`src/rtl/id_stream_gen_pkg.sv`:
```
// Shared constants for the identifier stream generator and its recogniser partner.
package id_stream_gen_pkg;

  // ASCII anchors used by both the char selector and the recogniser range checks
  localparam logic [7:0] ASCII_UPPER_A = 8'h41;
  localparam logic [7:0] ASCII_LOWER_A = 8'h61;
  localparam logic [7:0] ASCII_ZERO    = 8'h30;
  localparam logic [7:0] ASCII_SPACE   = 8'h20;

  // Last index before wrapping back to 'a'/'A' or '0'
  localparam logic [4:0] LETTER_WRAP = 5'd25;
  localparam logic [4:0] DIGIT_WRAP  = 5'd9;

  // FSM encoding, also used as the phase select of the char selector
  localparam logic [1:0] ST_IDLE    = 2'd0;
  localparam logic [1:0] ST_LETTERS = 2'd1;
  localparam logic [1:0] ST_DIGITS  = 2'd2;
  localparam logic [1:0] ST_SEP     = 2'd3;

  // Wrapping increment of the shared letter/digit index
  function automatic logic [4:0] idx_inc(input logic [4:0] idx, input logic [4:0] lim);
    return (idx == lim) ? 5'd0 : idx + 5'd1;
  endfunction

endpackage

```
`src/rtl/id_stream_gen_char_sel.sv`:
```
// Combinational phase/index/case -> ASCII mapping.
module id_char_sel
  import id_stream_gen_pkg::*;
#(
  parameter logic [7:0] SEP_CHAR = ASCII_SPACE
) (
  input  logic [1:0] phase_i,
  input  logic [4:0] idx_i,
  input  logic       upper_i,
  output logic [7:0] char_o
);

  // Letters and digits are offsets from their ASCII base; idle drives NUL
  always_comb begin
    char_o = 8'h00;
    case (phase_i)
      ST_LETTERS: char_o = (upper_i ? ASCII_UPPER_A : ASCII_LOWER_A) + {3'b000, idx_i};
      ST_DIGITS:  char_o = ASCII_ZERO + {3'b000, idx_i};
      ST_SEP:     char_o = SEP_CHAR;
      default:    char_o = 8'h00;
    endcase
  end

endmodule

```
`src/rtl/id_stream_gen.sv`:
```
// Identifier-shaped burst generator: letters, digits, one separator, with the
// golden recogniser output alongside every char. Valid/ready on the char side.
module id_stream_gen
  import id_stream_gen_pkg::*;
#(
  parameter int         MAX_LEN_W = 4,
  parameter logic [7:0] SEP_CHAR  = ASCII_SPACE
) (
  input  logic                 clk,
  input  logic                 rst_n,
  input  logic                 start,
  input  logic [MAX_LEN_W-1:0] n_letters,
  input  logic [MAX_LEN_W-1:0] n_digits,
  input  logic                 upper,
  input  logic                 char_ready,
  output logic [7:0]           char_out,
  output logic                 char_valid,
  output logic                 id_exp,
  output logic                 busy,
  output logic                 done
);

  localparam logic [MAX_LEN_W-1:0] CNT_ONE = MAX_LEN_W'(1);

  logic [1:0]           state_q, state_d;
  logic [MAX_LEN_W-1:0] let_cnt_q, let_cnt_d;
  logic [MAX_LEN_W-1:0] dig_cnt_q, dig_cnt_d;
  logic [4:0]           idx_q, idx_d;
  logic                 upper_q, upper_d;
  logic                 has_let_q, has_let_d;
  logic                 busy_q, busy_d;
  logic                 done_q, done_d;
  logic [7:0]           char_out_q, char_out_d;
  logic                 char_valid_q, char_valid_d;
  logic                 id_exp_q, id_exp_d;
  logic                 fire;

  assign fire = char_valid_q & char_ready;

  // Next-state: phase sequencing, remaining-count and index bookkeeping
  always_comb begin
    state_d   = state_q;
    let_cnt_d = let_cnt_q;
    dig_cnt_d = dig_cnt_q;
    idx_d     = idx_q;
    upper_d   = upper_q;
    has_let_d = has_let_q;
    busy_d    = busy_q;
    done_d    = 1'b0;
    case (state_q)
      ST_IDLE: begin
        if (start) begin
          let_cnt_d = n_letters;
          dig_cnt_d = n_digits;
          upper_d   = upper;
          has_let_d = |n_letters;
          idx_d     = 5'd0;
          busy_d    = 1'b1;
          if (|n_letters)     state_d = ST_LETTERS;
          else if (|n_digits) state_d = ST_DIGITS;
          else                state_d = ST_SEP;
        end
      end
      ST_LETTERS: begin
        if (fire) begin
          let_cnt_d = let_cnt_q - CNT_ONE;
          idx_d     = idx_inc(idx_q, LETTER_WRAP);
          if (let_cnt_q == CNT_ONE) begin
            idx_d   = 5'd0;
            state_d = (|dig_cnt_q) ? ST_DIGITS : ST_SEP;
          end
        end
      end
      ST_DIGITS: begin
        if (fire) begin
          dig_cnt_d = dig_cnt_q - CNT_ONE;
          idx_d     = idx_inc(idx_q, DIGIT_WRAP);
          if (dig_cnt_q == CNT_ONE) begin
            idx_d   = 5'd0;
            state_d = ST_SEP;
          end
        end
      end
      default: begin
        if (fire) begin
          state_d = ST_IDLE;
          busy_d  = 1'b0;
          done_d  = 1'b1;
        end
      end
    endcase
  end

  // Outputs are registered from the next-state view so the char appears the
  // cycle after the decision and holds while the sink stalls
  id_char_sel #(.SEP_CHAR(SEP_CHAR)) u_char_sel (
    .phase_i (state_d),
    .idx_i   (idx_d),
    .upper_i (upper_d),
    .char_o  (char_out_d)
  );

  // Valid and golden id follow the upcoming phase
  always_comb begin
    char_valid_d = (state_d != ST_IDLE);
    id_exp_d     = (state_d == ST_DIGITS) && has_let_d;
  end

  // State and output registers
  always_ff @(posedge clk or negedge rst_n) begin
    if (!rst_n) begin
      state_q      <= ST_IDLE;
      let_cnt_q    <= '0;
      dig_cnt_q    <= '0;
      idx_q        <= 5'd0;
      upper_q      <= 1'b0;
      has_let_q    <= 1'b0;
      busy_q       <= 1'b0;
      done_q       <= 1'b0;
      char_out_q   <= 8'h00;
      char_valid_q <= 1'b0;
      id_exp_q     <= 1'b0;
    end else begin
      state_q      <= state_d;
      let_cnt_q    <= let_cnt_d;
      dig_cnt_q    <= dig_cnt_d;
      idx_q        <= idx_d;
      upper_q      <= upper_d;
      has_let_q    <= has_let_d;
      busy_q       <= busy_d;
      done_q       <= done_d;
      char_out_q   <= char_out_d;
      char_valid_q <= char_valid_d;
      id_exp_q     <= id_exp_d;
    end
  end

  assign char_out   = char_out_q;
  assign char_valid = char_valid_q;
  assign id_exp     = id_exp_q;
  assign busy       = busy_q;
  assign done       = done_q;

endmodule

```
`config.mk`:
```
export PLATFORM = sky130hd
export DESIGN_NAME = id_stream_gen
export DESIGN_NICKNAME = d
export VERILOG_FILES = /design/src/rtl/id_stream_gen_pkg.sv /design/src/rtl/id_stream_gen_char_sel.sv /design/src/rtl/id_stream_gen.sv
export SDC_FILE = /design/constraint.sdc
export NUM_CORES = 1
export LEC_CHECK = 0
export ABC_CLOCK_PERIOD_IN_PS = 3110
export CORE_ASPECT_RATIO = 0.7
export CORE_MARGIN = 8
export CORE_UTILIZATION = 55
export DETAILED_ROUTE_END_ITERATION = 10
export MAX_ROUTING_LAYER = met4
export PLACE_DENSITY_LB_ADDON = 0.2
export RECOVER_POWER = 50
export SLEW_MARGIN = 20
export SYNTH_ARGS = -nofsm -noshare
export SYNTH_HDL_FRONTEND = slang
export SYNTH_SLANG_ARGS = --single-unit
```
`constraint.sdc`:
```
create_clock -name clk -period 3.11 [get_ports clk]
set_input_delay 0.4665 -clock clk [delete_from_list [all_inputs] [get_ports clk]]
set_output_delay 0.4665 -clock clk [all_outputs]
set_load 0.005 [all_outputs]
```
After elaboration in Yosys (flattened, before gate mapping)
Cells that the tools add are included.
Cells by class
  eq/ne operators: 12
  $add $sub $neg: 5
  reduce and logical (&&, ||, !) cells: 14
  bitwise logic cells: 2
  muxes and demuxes: 35
Operator list (number)
  2-to-1 mux 5 bit: 7
  one-hot mux 8 bit (3 select lines): 1
  2-to-1 mux 4 bit: 4
  one-hot mux 4 bit (2 select lines): 2
  one-hot mux 5 bit (3 select lines): 1
  2-to-1 mux 2 bit: 7
  OR reduction 4 bit: 3
  2-to-1 mux 1 bit: 10
  AND reduction 3 bit: 3
  adder 8 x 5 -> 8 bit: 1
  == test 4 x 1 -> 1 bit (second input constant): 2
  nonzero test 2 bit: 4
  subtractor 4 x 1 -> 4 bit (second input constant): 2
  adder 6 x 5 -> 7 bit (first input constant): 1
  == test 2 bit (second input constant): 3
  2-to-1 mux 6 bit: 1
  inequality test 2 bit (second input constant): 3
  one-hot mux 2 bit (3 select lines): 1
  adder 5 x 1 -> 5 bit (second input constant): 1
  == test 5 x 4 -> 1 bit (second input constant): 1
  == test 5 bit (second input constant): 1
  == test 2 x 1 -> 1 bit (second input constant): 2
  OR reduction 3 bit: 1
  zero test 2 bit: 1
  other kinds (5): 5
Storage, ports and cells
  bits in registers: 29
  output and inout bits: 12
  bits of input ports: 13

Longest topological paths before layout
  depth after elaboration: 7
  depth in mapped cells: 10
  depth with buffers taken out: 9

Modules after synthesis
A second synthesis with hierarchy kept.
Unflattened totals
  cell total of the unflattened synthesis: 179
  area total of the unflattened synthesis: 1716.6 sq um
By module, submodules not included
  id_stream_gen: cells an instance 147, area each 1527.7 sq um, instances 1
  id_char_sel: cells an instance 32, area each 188.9 sq um, instances 1

Worst setup path after synthesis
OpenSTA, ideal clock, no wires.
  path kind: register to register
  start point: register state_q[0]
  end point: register char_out_q[6], in the netlist char_out[6]
  data required time: 3.024 ns
  arrival: 2.372 ns
  path buffers: 0
  stages on the path, launching flop included: 10
  period minus slack after synthesis: 2.458 ns
  setup slack: 0.652 ns
  library setup time: 0.086 ns
  cell sequence: dfrtp_1 inv_1 ha_1 nor2b_1 or3_1 and2_1 or2_2 ha_1 and4bb_2 o22ai_1
RTL lines
  from (decl): RTL line id_stream_gen.sv:25  | logic [1:0] state_q, state_d;
  from (signal assigned): RTL line id_stream_gen.sv:124  | state_q <= state_d;
  == test 2 bit (tied with other cells): RTL line id_stream_gen.sv:50  | case (state_q)
  one-hot mux 5 bit (3 select lines) *: RTL line id_stream_gen.sv:50
  via idx_d[0]: RTL line id_stream_gen.sv:28  | logic [4:0] idx_q, idx_d;
  adder 8 x 5 -> 8 bit or adder 6 x 5 -> 7 bit (tied branches): RTL line id_stream_gen_char_sel.sv:17, id_stream_gen_char_sel.sv:18
  one-hot mux 8 bit (3 select lines) *: RTL line id_stream_gen_char_sel.sv:16  | case (phase_i)
  via char_out_d[6]: RTL line id_stream_gen.sv:33  | logic [7:0] char_out_q, char_out_d;
  to (signal assigned): RTL line id_stream_gen.sv:132  | char_out_q <= char_out_d;
  to (decl): RTL line id_stream_gen.sv:33
The timed path passes the listed nets; every way through them passes the cells marked *.
A chain may end at the register's enable or synchronous reset.

Worst setup path after layout
Ends and elaborated chain as after synthesis.

==> results.cfg <==
[outcome]
run_status = complete, but fails checks
violations = max-capacitance violations, max-slew violations

[synth]
syn_inst = 212
synth_edf_count = 0
ys_seq_elements = 29
synth_commonest_cells = dfrtp_1, nand2_1, o21ai_0
ys_types = 68
yosysMostFrequentCell = dfrtp_1
yosys.area_share.adder = 0.07524
netlist.area_leader.share = 0.3636
synth_top_family_by_area = compound AO/OA/AOI/OAI gates
synth_xor_xnor_area_share = 0
synth-simple-area-share = 0.2069
avgSynthCellArea_um2 = 9.414
yosysTopAreaCell = dfrtp_1
yosys_warnings = 0
ys_seq_area_frac = 0.3636
netlist_top_cells_area = dfrtp_1, ha_1, o21ai_0
synth-async-reset-ratio = 1.000
synthMuxAreaShare = 0.01567
synth-compound-area-share = 0.2840
syn-cell-area_mm2 = 0.001996
yosys_most_used_dff = dfrtp_1
syn_nets = 237

[cts]
post_cts_buffers = 0
cts_root_buffer = clkbuf_8
cts_hold_buf = 0
ctsResizeCount = 0
htree_levels = 2
cts_tree = yes
insertion_delay_ns = 0.28
cts_sinks = 29
clockBufferDepth = 2
cts_buffers = 5
path_clk_slew_ns = 0.07

[sta]
skew_ns = 0.006880
slew_viol_final = 30
final-setup-viol-count = 0
fmax_mhz = 349.5
relSlewSlack = -0.01568
hold_viol_final = 0
rsz0062_at_grt = false
worst_slack_ns = 0.2486
setup-tns-final_ns = 0
period_needed_ns = 2.861
whs_ns = 0.5087
worst_pin_slew_ns = 1.524
fin_crit_sh = 0.9201

[route]
drc = 0
wirelength_um = 5259
wire_per_inst_um = 18.20
via_count = 1851
antenna_left = 0
first_pass_iters = 6
drt_iter0_drc = 200
via_per_inst = 6.405

[floorplanning]
dieArea_mm2 = 0.005842
ios = 25
core_mm2 = 0.003491
die_h_um = 66.40
row_count = 18
initial_core_util = 0.5717
die_x_um = 88.00

[final_layout]
drive_above_1_share = 0.1297
antennaDiodeCount = 0
regArea_um2 = 725.7
num-fill-cells = 274
multiInputGateArea_mm2 = 0.001161
nets = 264
fin_area_mm2 = 0.002387
syn_to_final_growth_pct = 19.62

[critical_path]
critPathSlowestCell = dfrtp_1
slowest_delay_ns = 0.48
start_kind = flop
critPathKind = flop to flop
required_ns = 3.31
cp.arrival_ns = 3.06
cpMostUsedCell = ha_1
crit_chain = inv_1 -> ha_1 -> a2bb2oi_1 -> or3_1 -> and2_1 -> or2_2 -> ha_1 -> and4bb_2 -> o22ai_1
worst_setup_path_end_kind = flop
crit_fanout = 9

[global_routing]
grt_first_pass_wirelength_um = 8700
antenna_found_initial = 0
track_usage = 0.1984
first_global_vias = 1807
grt_overflow_total = 0
grt_max_degree = 30

[placement]
dpl.hpwl_um = 3945
place_ws_ns = 0.2809
globalplace.congestion = 0.9757
port-buffer-count = 24
place_area_mm2 = 0.002287

[power_and_ir_drop]
p_leak_nw = 1.015
ir_drop_uv = 557.0
power_density_mw_per_mm2 = 955.8

[job]
drv_cap = 1

[hold_path]
hold_path_class = flop to flop
-- layout make-up --
cell class,count,share of cell area
clock buffers,5,0.02883
flip-flops and latches,29,0.3040
multi-input cells,159,0.4864
well taps,50,0.02621
inverters,14,0.02201
clock inverters,2,0.01468
repair buffers,30,0.1179
-- per-stage QoR --
step,power (mW),utilization,std cells
after floorplan,1.499,-,212
after global placement,1.811,0.6552,282
after detailed placement,1.878,0.6552,282
after CTS,2.269,0.6849,289
after global routing,2.452,0.6839,289
final,2.282,0.6839,289
-- sequential cells by signal, summed over array words and instances (netlist names) --
register	count
busy	1
char_out	8
char_valid	1
dig_cnt_q	4
done	1
has_let_q	1
id_exp	1
idx_q	5
let_cnt_q	4
state_q	2
upper_q	1
-- kinds of logic (layout without fill, tap and decap cells) --
group,count (synthesis),count (layout)
adder cells (fa/ha/maj),12,12
multiplexers,3,3
buffers and inverters,24,51
flip-flops,29,29
AND/OR/NAND/NOR,73,73
AO/OA/AOI/OAI,71,71
-- path summary, 6_finish.rpt --
path / endpoint / slack [ns] / from / cells after the start
min reg2reg: dig_cnt_q[1] / 0.51 / dig_cnt_q[1] / 2
max: char_out[6] / 0.25 / state_q[0] / 9
max reg2reg: char_out[6] / 0.25 / state_q[0] / 9
min in group asynchronous: let_cnt_q[0] / 1.08 / rst_n / 2
min: dig_cnt_q[1] / 0.51 / dig_cnt_q[1] / 2
max in group asynchronous: idx_q[1] / 1.13 / rst_n / 2
-- layout by cell type (no fill, tap or decap), types with 4 or more instances in the layout --
| cell type | synthesis | final |
|---|---|---|
| inv_1 | 12 | 12 |
| nand3_1 | 8 | 8 |
| dfrtp_1 | 29 | 29 |
| o21ai_0 | 14 | 14 |
| nand2_1 | 14 | 14 |
| ha_1 | 12 | 12 |
| nand2b_1 | 5 | 5 |
| buf_4 | 0 | 5 |
| clkdlybuf4s50_1 | 0 | 19 |
| a31oi_1 | 4 | 4 |
| clkbuf_8 | 0 | 5 |
| nor2_1 | 10 | 10 |
| nor3_1 | 7 | 7 |
| dlygate4sd3_1 | 0 | 5 |
| a21oi_1 | 11 | 11 |
-- worst max-delay path, delay by kind of cell, from the launching register on --
family	cells	cell delay, ns
and+or+nand+nor	4	1.22
adders and majority gates	2	0.62
DFF	1	0.48
AOI/OAI and AO/OA	2	0.33
buffers and inverters	1	0.13
-- routing by layer --
metal,GRT usage,share of wire,vias to the layer above,routed length [um]
met5,-,0,-,0
met1,0.2645,0.47,900,2477
li1,-,-,851,-
met3,0.04963,0.069,12,363
met2,0.2844,0.44,88,2335
met4,0.06610,0.016,0,82
-- power breakdown --
part,total (mW),switching [mW],internal (mW)
Clock,0.376,0.143,0.232
Combinational,1.26,0.734,0.527
Sequential,0.646,0.131,0.514
Total,2.28,1.01,1.27
Note: power is estimated with default switching activity, not from simulation.
